## src/rtl/spike_vote_decoder.sv

```systemverilog
// rtl/spike_vote_decoder.sv - per-class spike counting over a pulse window, then sequential argmax vote
module spike_vote_decoder #(
    parameter int N_OUT  = 10,
    parameter int CNT_W  = 8,
    parameter int WINDOW = 100
) (
    input  logic             clk,
    input  logic             reset,
    input  logic             start,
    input  logic             pulse,
    input  logic [N_OUT-1:0] spk_in,
    output logic             busy,
    output logic             valid,
    output logic [3:0]       class_out,
    output logic [CNT_W-1:0] max_count,
    output logic             tie,
    output logic             no_spike
);

    localparam int               IDX_W        = (N_OUT > 1) ? $clog2(N_OUT) : 1;
    localparam logic [IDX_W-1:0] LP_J_LAST    = IDX_W'(N_OUT - 1);
    localparam logic [15:0]      LP_STEP_LAST = 16'(WINDOW - 1);
    localparam logic [CNT_W-1:0] LP_CNT_MAX   = '1;

    typedef enum logic [1:0] {S_IDLE, S_COUNT, S_SCAN, S_DONE} state_t;

    state_t           r_state;
    state_t           w_state_next;
    logic [CNT_W-1:0] r_cnt [N_OUT];
    logic [15:0]      r_step;
    logic [IDX_W-1:0] r_j;
    logic [IDX_W-1:0] r_idx;
    logic [CNT_W-1:0] r_best;
    logic             r_tie;
    logic [3:0]       r_class_out;
    logic [CNT_W-1:0] r_max_count;
    logic             r_tie_out;
    logic             r_no_spike;

    logic             w_last_pulse;
    logic             w_last_j;
    logic [CNT_W-1:0] w_cnt_j;
    logic [CNT_W-1:0] w_best_next;
    logic [IDX_W-1:0] w_idx_next;
    logic             w_tie_next;

    assign w_last_pulse = (r_step == LP_STEP_LAST);
    assign w_last_j     = (r_j == LP_J_LAST);
    assign w_cnt_j      = r_cnt[r_j];

    always_ff @(posedge clk) begin
        if (reset) begin
            r_state <= S_IDLE;
        end else begin
            r_state <= w_state_next;
        end
    end

    always_comb begin
        w_state_next = r_state;
        case (r_state)
            S_IDLE:  if (start) w_state_next = S_COUNT;
            S_COUNT: if (pulse && w_last_pulse) w_state_next = S_SCAN;
            S_SCAN:  if (w_last_j) w_state_next = S_DONE;
            S_DONE:  w_state_next = S_IDLE;
            default: w_state_next = S_IDLE;
        endcase
    end

    // Running argmax: strict '>' keeps the lowest index on equal counts.
    always_comb begin
        w_best_next = r_best;
        w_idx_next  = r_idx;
        w_tie_next  = r_tie;
        if (r_j == '0) begin
            w_best_next = w_cnt_j;
            w_idx_next  = '0;
            w_tie_next  = 1'b0;
        end else if (w_cnt_j > r_best) begin
            w_best_next = w_cnt_j;
            w_idx_next  = r_j;
            w_tie_next  = 1'b0;
        end else if (w_cnt_j == r_best) begin
            w_tie_next  = 1'b1;
        end
    end

    always_ff @(posedge clk) begin
        if (reset) begin
            for (int i = 0; i < N_OUT; i++) r_cnt[i] <= '0;
            r_step      <= '0;
            r_j         <= '0;
            r_idx       <= '0;
            r_best      <= '0;
            r_tie       <= 1'b0;
            r_class_out <= '0;
            r_max_count <= '0;
            r_tie_out   <= 1'b0;
            r_no_spike  <= 1'b0;
        end else begin
            case (r_state)
                S_IDLE: begin
                    if (start) begin
                        for (int i = 0; i < N_OUT; i++) r_cnt[i] <= '0;
                        r_step <= '0;
                    end
                end
                S_COUNT: begin
                    if (pulse) begin
                        for (int i = 0; i < N_OUT; i++) begin
                            if (spk_in[i] && (r_cnt[i] != LP_CNT_MAX)) begin
                                r_cnt[i] <= r_cnt[i] + 1'b1;
                            end
                        end
                        r_step <= r_step + 16'd1;
                        r_j    <= '0;
                    end
                end
                S_SCAN: begin
                    r_best <= w_best_next;
                    r_idx  <= w_idx_next;
                    r_tie  <= w_tie_next;
                    r_j    <= r_j + 1'b1;
                    // Results land on the edge into DONE so they coincide with valid.
                    if (w_last_j) begin
                        r_class_out <= 4'(w_idx_next);
                        r_max_count <= w_best_next;
                        r_tie_out   <= w_tie_next;
                        r_no_spike  <= (w_best_next == '0);
                    end
                end
                default: ;
            endcase
        end
    end

    assign busy      = (r_state == S_COUNT) || (r_state == S_SCAN);
    assign valid     = (r_state == S_DONE);
    assign class_out = r_class_out;
    assign max_count = r_max_count;
    assign tie       = r_tie_out;
    assign no_spike  = r_no_spike;

endmodule

```

## config.mk

```make
export PLATFORM = sky130hd
export DESIGN_NAME = spike_vote_decoder
export DESIGN_NICKNAME = d
export VERILOG_FILES = /design/src/rtl/spike_vote_decoder.sv
export SDC_FILE = /design/constraint.sdc
export NUM_CORES = 1
export LEC_CHECK = 0
export CAP_MARGIN = 40
export CORE_MARGIN = 2
export CORE_UTILIZATION = 45
export DETAILED_ROUTE_END_ITERATION = 7
export GPL_TIMING_DRIVEN = 1
export PLACE_DENSITY = 0.6
export SYNTH_ARGS = -nofsm -noshare
export SYNTH_HDL_FRONTEND = slang
export SYNTH_SLANG_ARGS = --single-unit
export TNS_END_PERCENT = 1
```

## constraint.sdc

```tcl
create_clock -name clk -period 3.4 [get_ports clk]
set_input_delay 0.85 -clock clk [delete_from_list [all_inputs] [get_ports clk]]
set_output_delay 0.85 -clock clk [all_outputs]
set_load 0.02 [all_outputs]
```

==> flow_metrics.py, run 1 <==
metrics = {
    "synthesis": {
        "ys_async_sr_fraction_pct": 0,
        "synth_warnings": 0,
        "synth_cells": 715,
        "synth_top_family_by_area": "simple AND/OR/NAND/NOR gates",
        "ys_ff_latch": 133,
        "muxShareOfSynthArea_pct": 9.24,
        "synthFlopType": "edfxtp_1",
        "ys_types": 53,
        "synth_area_per_cell_um2": 10.2,
        "synth_compound_area_share_pct": 7.90,
        "synth-xor-area-share_pct": 8.54,
        "ys_seq_area_share_pct": 47.6,
        "syn_nets": 756,
        "synth-edff-count": 80,
        "synth-simple-area-share_pct": 18.9,
        "synthAdderAreaFrac_pct": 4.64,
        "synth_area_um2": 7280,
    },
    "placed_design": {
        "port-buffer-count": 29,
        "globalplace.congestion": 0.814,
        "dpl.cell_count": 961,
        "dpl.hpwl_mm": 11.6,
        "pre_cts_slack_ns": -0.0118,
    },
    "cts": {
        "tritoncts": "built",
        "clk_pin_slew_ns": 0.06,
        "insertion_delay_ns": 0.42,
        "cts.sinks": 133,
        "postCtsHoldBufs": 0,
        "cts_made_buffers": 17,
        "cts_buffer_depth": 2,
        "ctsRootBufferMaster": "clkbuf_16",
        "ctsHtreeMaxLevel": 4,
    },
    "drt": {
        "dr_wl_met3_um": 427,
        "drc": 0,
        "vias": 5360,
        "wl_met2_mm": 7.78,
        "avgViaCountPerCell": 5.36,
        "firstDrtPassIters": 5,
        "routedWlPerCell_um": 16.3,
        "drtIter0Drc": 440,
        "met1Wirelength_mm": 7.82,
        "highest-signal-layer": "met4",
        "antenna_left": 0,
        "drt-total-wl_mm": 16.3,
    },
    "setup_path": {
        "crit_top_cell": "mux2i_1",
        "criticalPathCategory": "register to register",
        "rr_worst_depth": 13,
        "critPathLaunchType": "register",
        "slowest_delay_ns": 0.37,
        "crit_fanout": 16,
        "r2r_slack_ns": 0.16,
        "r2r-end": "r_best[5]$_SDFFE_PP0P_",
        "required_ns": 3.70,
        "slowest_stage": "dfxtp_1",
        "critPathArrivalTime_ns": 3.54,
        "crit_chain": "buf_12, mux2i_1, o311ai_0, o22a_1, ha_1, nand4_1, nor2_4, a21oi_2, or2_4, o21ai_4, buf_4, mux2i_1, nor2_1",
        "cp-end-kind": "register",
    },
    "sta": {
        "finalSetupViolCount": 0,
        "fin_tns_setup_ns": 0,
        "worst_slack_ns": 0.156,
        "hold_viol": 0,
        "max_freq_ghz": 0.308,
        "maxSlewViolCount": 0,
        "fin_skew_ns": 0.00925,
        "finalCritPeriodShare_pct": 95.4,
        "min_period_ns": 3.24,
        "slew_headroom_pct": 53.2,
        "tightest_slew_ns": 0.698,
        "rsz0062_at_grt": "false",
    },
    "global_route": {
        "grt_overflow": 0,
        "grt_pass1_vias": 5277,
        "grt_first_pass_wirelength_mm": 26.7,
        "grt_max_degree": 36,
        "antenna_found_initial": 0,
        "groute.usage.overall_pct": 19.2,
    },
    "outcome": {
        "status": "complete, no violations",
    },
    "finish": {
        "fillers": 1385,
        "drive_gt1_share_pct": 13.0,
        "mostFrequentLayoutCells": "nor2_1, edfxtp_1, nand2_1",
        "nNetsFinal": 812,
        "fin_cells": 1000,
        "syn_to_final_growth_pct": 17.8,
        "final_common_cell": "nor2_1",
        "num_antenna_cells": 0,
    },
    "pwr": {
        "ir_drop_uv": 423,
        "power_density_nw_per_um2": 662,
        "p_leak_nw": 3.05,
        "finalPower_mw": 5.68,
    },
    "floorplan": {
        "core_um2": 15800,
        "initial_core_util_pct": 46.0,
        "die_h_um": 131,
        "dieArea_um2": 17200,
        "die_x_um": 131,
        "std_cell_rows": 46,
        "ios": 30,
    },
    "run": {
        "timing.max_cap.violations": 0,
    },
    "hold_path": {
        "hold_path_class": "register to register",
        "min_from": "max_count[2]$_SDFFE_PP0P_",
        "min_path_cells": 2,
        "hold_end": "max_count[2]$_SDFFE_PP0P_",
    },
}
## area by class of cell
cell class / instances / area [um^2] / area share, %
clock buffer: 21 / 472 / 5.50
multi-input combinational: 532 / 3610 / 42.0
timing repair buffer: 61 / 568 / 6.62
inverter: 26 / 97.6 / 1.14
clock inverter: 11 / 96.3 / 1.12
sequential: 133 / 3470 / 40.4
tap: 216 / 270 / 3.15
## what timing repair did
action | in CTS | in global routing
setup endpoints to repair | 7 | 15
resized for setup | 1 | 7
pin swaps | 2 | 5
setup buffers | 1 | 6
## cells in the mapped netlist, types with 10 or more instances
master | number | area [um^2]
inv_1 | 26 | 97.6
a21oi_1 | 27 | 135
mux2i_1 | 38 | 380
nand2_1 | 61 | 229
nand4_1 | 12 | 75.1
xnor2_1 | 15 | 131
dfxtp_1 | 53 | 1060
a211oi_1 | 10 | 75.1
ha_1 | 27 | 338
xor2_1 | 56 | 490
nand3_1 | 51 | 255
nor2_1 | 117 | 439
edfxtp_1 | 80 | 2400
and3_1 | 20 | 125
clkbuf_1 | 10 | 37.5
## logic make-up (layout without fill, tap and decap cells)
kind of cell               after synthesis  in the layout
DFF                                    133            133
buffers and inverters                   50            119
muxes                                   54             54
adders and majority gates               27             27
and+or+nand+nor                        298            298
xor gates and xnor gates                71             71
AOI/OAI and AO/OA                       82             82
## flip-flops by register name, summed over array words and instances, names as in the netlist, named ones only
signal,flops
r_step,16
max_count,8
tie,1
class_out,4
r_tie,1
r_j,4
r_cnt,80
r_best,8
no_spike,1
r_idx,4
r_state,2
## power by group
part           internal [mW]  leakage, nW  switching, mW
Combinational          0.674         1.47          0.903
Sequential              2.02         1.30          0.310
Clock                   1.07        0.281          0.699
Total                   3.76         3.05           1.91
## worst max path at each step
stage / to / slack [ns] / start / cells past startpoint
2_1_floorplan: r_best[0]$_SDFFE_PP0P_ / 0.33 / register / 14
3_3_place_gp: max_count[0]$_SDFFE_PP0P_ / 0.07 / register / 12
3_5_place_dp: no_spike$_SDFFE_PP0P_ / -0.01 / register / 12
4_1_cts: r_best[0]$_SDFFE_PP0P_ / 0.04 / r_cnt[3][4]$_SDFFCE_PN0P_ / 12
5_1_grt: r_best[0]$_SDFFE_PP0P_ / 0.001 / r_cnt[3][4]$_SDFFCE_PN0P_ / 13
6_report: r_best[5]$_SDFFE_PP0P_ / 0.16 / register / 13
## worst max-delay path, delay by kind of cell, from the launching register on
kind                     cells  cell delay (ns)
AO/OA/AOI/OAI                4             0.72
buffers and inverters        2             0.35
AND/OR/NAND/NOR              4             0.83
multiplexers                 2             0.50
adder cells (fa/ha/maj)      1             0.32
flip-flops                   1             0.37
## layer usage
| layer | GRT usage [%] | vias to the layer above |
|---|---|---|
| met4 | 6.10 | 0 |
| met2 | 31.6 | 95 |
| met5 | 0 | - |
| met1 | 25.7 | 2581 |
| met3 | 3.90 | 18 |
| li1 | - | 2666 |
## per-stage QoR
| step | util (%) | hold slack [ns] | cell area (um^2) |
|---|---|---|---|
| after floorplan | - | 0.444 | 7280 |
| after global placement | 50.0 | 0.439 | 7920 |
| after detailed placement | 50.0 | 0.448 | 7920 |
| after CTS | 53.8 | 0.457 | 8510 |
| after global routing | 54.2 | 0.479 | 8580 |
| final | 54.2 | 0.453 | 8580 |
Power figures use the tool's default switching activity.
==> run 2, diff against run 1 <==
Settings changed: CORE_ASPECT_RATIO set to 0.9.
Clock period 3.4 ns to 3.5 ns, I/O delays scaled along.
==> run 2 against run 1 <==
- final cell count shrank 1.8%
- combinational power shrank 7%
- flip-flop and latch count is the same
- die area about the same
- sequential share of layout area rose by 0.36 points
- hold slack got worse by 0.0046 ns
- utilization fell by 0.98 points
- via count grew 0.50%
==> flow_metrics.py, run 2 (same netlist as run 1, synthesis figures left out) <==
metrics = {
    "finish": {
        "design_area_um2": 8500,
        "nNetsFinal": 803,
        "final_common_cell": "nor2_1",
        "largest_reg_flops": 80,
        "fillers": 1399,
        "regMostFlops": "r_cnt",
        "syn_to_final_growth_pct": 16.7,
        "reg.largest.list": "r_cnt (80), r_step (16)",
        "drive_gt1_share_pct": 11.5,
        "num_antenna_cells": 0,
        "mostFrequentLayoutCells": "nor2_1, edfxtp_1, nand2_1",
    },
    "drt": {
        "drc": 0,
        "vias": 5387,
        "antenna_left": 0,
        "routedWlPerCell_um": 16.6,
        "drt-total-wl_mm": 16.3,
        "avgViaCountPerCell": 5.49,
        "firstDrtPassIters": 5,
        "drtIter0Drc": 504,
    },
    "setup_path": {
        "r2r_slack_ns": 0.18,
        "cpLargestDelayFamily": "simple AND/OR/NAND/NOR gates",
        "r2r-end": "r_idx[0]$_SDFFE_PP0P_",
        "crit_top_cell": "a21oi_1",
        "timing.rr.start": "r_cnt[0][7]$_SDFFCE_PN0P_",
        "cp-end-kind": "register",
        "crit_path_end": "r_idx[0]$_SDFFE_PP0P_",
        "crit_path_start": "r_cnt[0][7]$_SDFFCE_PN0P_",
        "rr_worst_depth": 12,
        "critPathArrivalTime_ns": 3.66,
        "slowest_delay_ns": 0.49,
        "path_buf_inv": 1,
        "slowest_stage": "mux4_2",
        "critPathLaunchType": "register",
        "crit_chain": "mux4_2, nor2b_4, a211oi_2, a21oi_1, ha_1, nand4_1, buf_4, a211oi_4, or2_4, mux2i_1, or3_1, a21oi_1",
        "criticalPathCategory": "register to register",
        "crit_fanout": 5,
        "cp.depth": 12,
        "required_ns": 3.84,
    },
    "hold_path": {
        "min_from": "max_count[0]$_SDFFE_PP0P_",
        "hold_path_class": "register to register",
        "min_path_cells": 2,
    },
    "outcome": {
        "status": "complete, no violations",
    },
    "sta": {
        "fin_skew_ns": 0.00647,
        "rsz0062_at_grt": "true",
        "slew_headroom_pct": 64.1,
        "min_period_ns": 3.32,
        "hold_viol": 0,
        "maxSlewViolCount": 0,
        "finalCritPeriodShare_pct": 94.7,
        "finalSetupViolCount": 0,
        "worst_slack_ns": 0.184,
        "tightest_slew_ns": 0.537,
        "max_freq_ghz": 0.302,
    },
    "placed_design": {
        "placed_cell_area_um2": 7880,
        "pre_cts_slack_ns": 0.0775,
        "dpl.hpwl_mm": 11.8,
        "globalplace.congestion": 0.806,
        "port-buffer-count": 29,
    },
    "global_route": {
        "groute.usage.overall_pct": 19.5,
        "grt_overflow": 0,
        "grt_pass1_vias": 5226,
        "antenna_found_initial": 0,
        "grt_first_pass_wirelength_mm": 26.9,
        "grt_max_degree": 36,
    },
    "cts": {
        "tritoncts": "built",
        "insertion_delay_ns": 0.42,
        "clk_pin_slew_ns": 0.06,
        "postCtsHoldBufs": 0,
        "cts_buffer_depth": 2,
        "cts.sinks": 133,
        "cts_made_buffers": 17,
        "ctsHtreeMaxLevel": 4,
        "ctsRootBufferMaster": "clkbuf_16",
    },
    "floorplan": {
        "die_x_um": 138,
        "initial_core_util_pct": 45.6,
        "core_um2": 16000,
        "die_h_um": 125,
        "ios": 30,
        "dieArea_um2": 17200,
        "std_cell_rows": 44,
    },
    "pwr": {
        "ir_drop_uv": 381,
        "p_leak_nw": 3.00,
        "power_density_nw_per_um2": 650,
    },
    "run": {
        "timing.max_cap.violations": 0,
    },
}
[run 2: cell count changes in the layout (fill, tap and decap cells not counted), moves of 2 or more]
cell	previous run	this run
buf_4	29	20
bufinv_16	1	3
clkbuf_1	2	4
inv_4	3	0
a21oi_2	3	1
a21oi_1	25	27
clkinv_2	2	5
clkinv_4	2	0
[run 2: repair_timing]
action                     4_1_cts  5_1_grt
setup endpoints to repair        0       17
gates resized for setup          0        5
buffers inserted                 0        2
[run 2: through the flow]
| stage | utilization, % | cells | TNS [ns] | hold WS (ns) | power, mW |
|---|---|---|---|---|---|
| finish | 53.2 | 982 | 0 | 0.448 | 5.52 |
| global route | 53.2 | 982 | -0.0208 | 0.472 | 5.83 |
| CTS | 52.9 | 980 | 0 | 0.453 | 5.46 |
| detailed placement | 49.3 | 948 | 0 | 0.447 | 3.69 |
| global placement | 49.3 | 948 | 0 | 0.444 | 3.65 |
| floorplan | - | 715 | 0 | 0.444 | 3.28 |
[run 2: layout make-up]
| cell class | count | area (um^2) | area share [%] |
|---|---|---|---|
| Multi-Input combinational cell | 532 | 3600 | 42.4 |
| Sequential cell | 133 | 3470 | 40.8 |
| Timing Repair Buffer | 52 | 500 | 5.89 |
| Clock buffer | 21 | 440 | 5.18 |
| Tap cell | 207 | 259 | 3.05 |
| Clock inverter | 11 | 134 | 1.58 |
| Inverter | 26 | 97.6 | 1.15 |
[run 2: routing by layer]
metal	vias up	GRT usage (%)	wire length, um
met5	-	0	0
met4	0	6.12	152
met3	9	4.34	718
met2	112	29.9	7410
met1	2611	27.5	8000
li1	2655	-	-
[run 2: how the worst min path moves through the flow]
stage,slack (ns),to
after floorplan,0.44,r_idx[0]$_SDFFE_PP0P_
after global placement,0.44,tie$_SDFFE_PP0P_
after detailed placement,0.45,max_count[0]$_SDFFE_PP0P_
after CTS,0.45,max_count[0]$_SDFFE_PP0P_
after global routing,0.47,max_count[0]$_SDFFE_PP0P_
final,0.45,max_count[0]$_SDFFE_PP0P_
[run 2: where the power goes]
part           internal (mW)  switching [mW]  leakage (nW)  total, mW
clock                   1.11           0.646         0.278       1.76
sequential              1.96           0.326          1.30       2.29
combinational          0.631           0.841          1.42       1.47
[run 2: worst register-to-register path, cell delays in order (launching register included)]
cell      delay [ns]
edfxtp_1        0.46
mux4_2          0.49
nor2b_4         0.14
a211oi_2        0.21
a21oi_1         0.13
ha_1            0.35
nand4_1         0.18
buf_4           0.20
a211oi_4        0.29
or2_4           0.23
mux2i_1         0.09
or3_1           0.33
a21oi_1         0.15
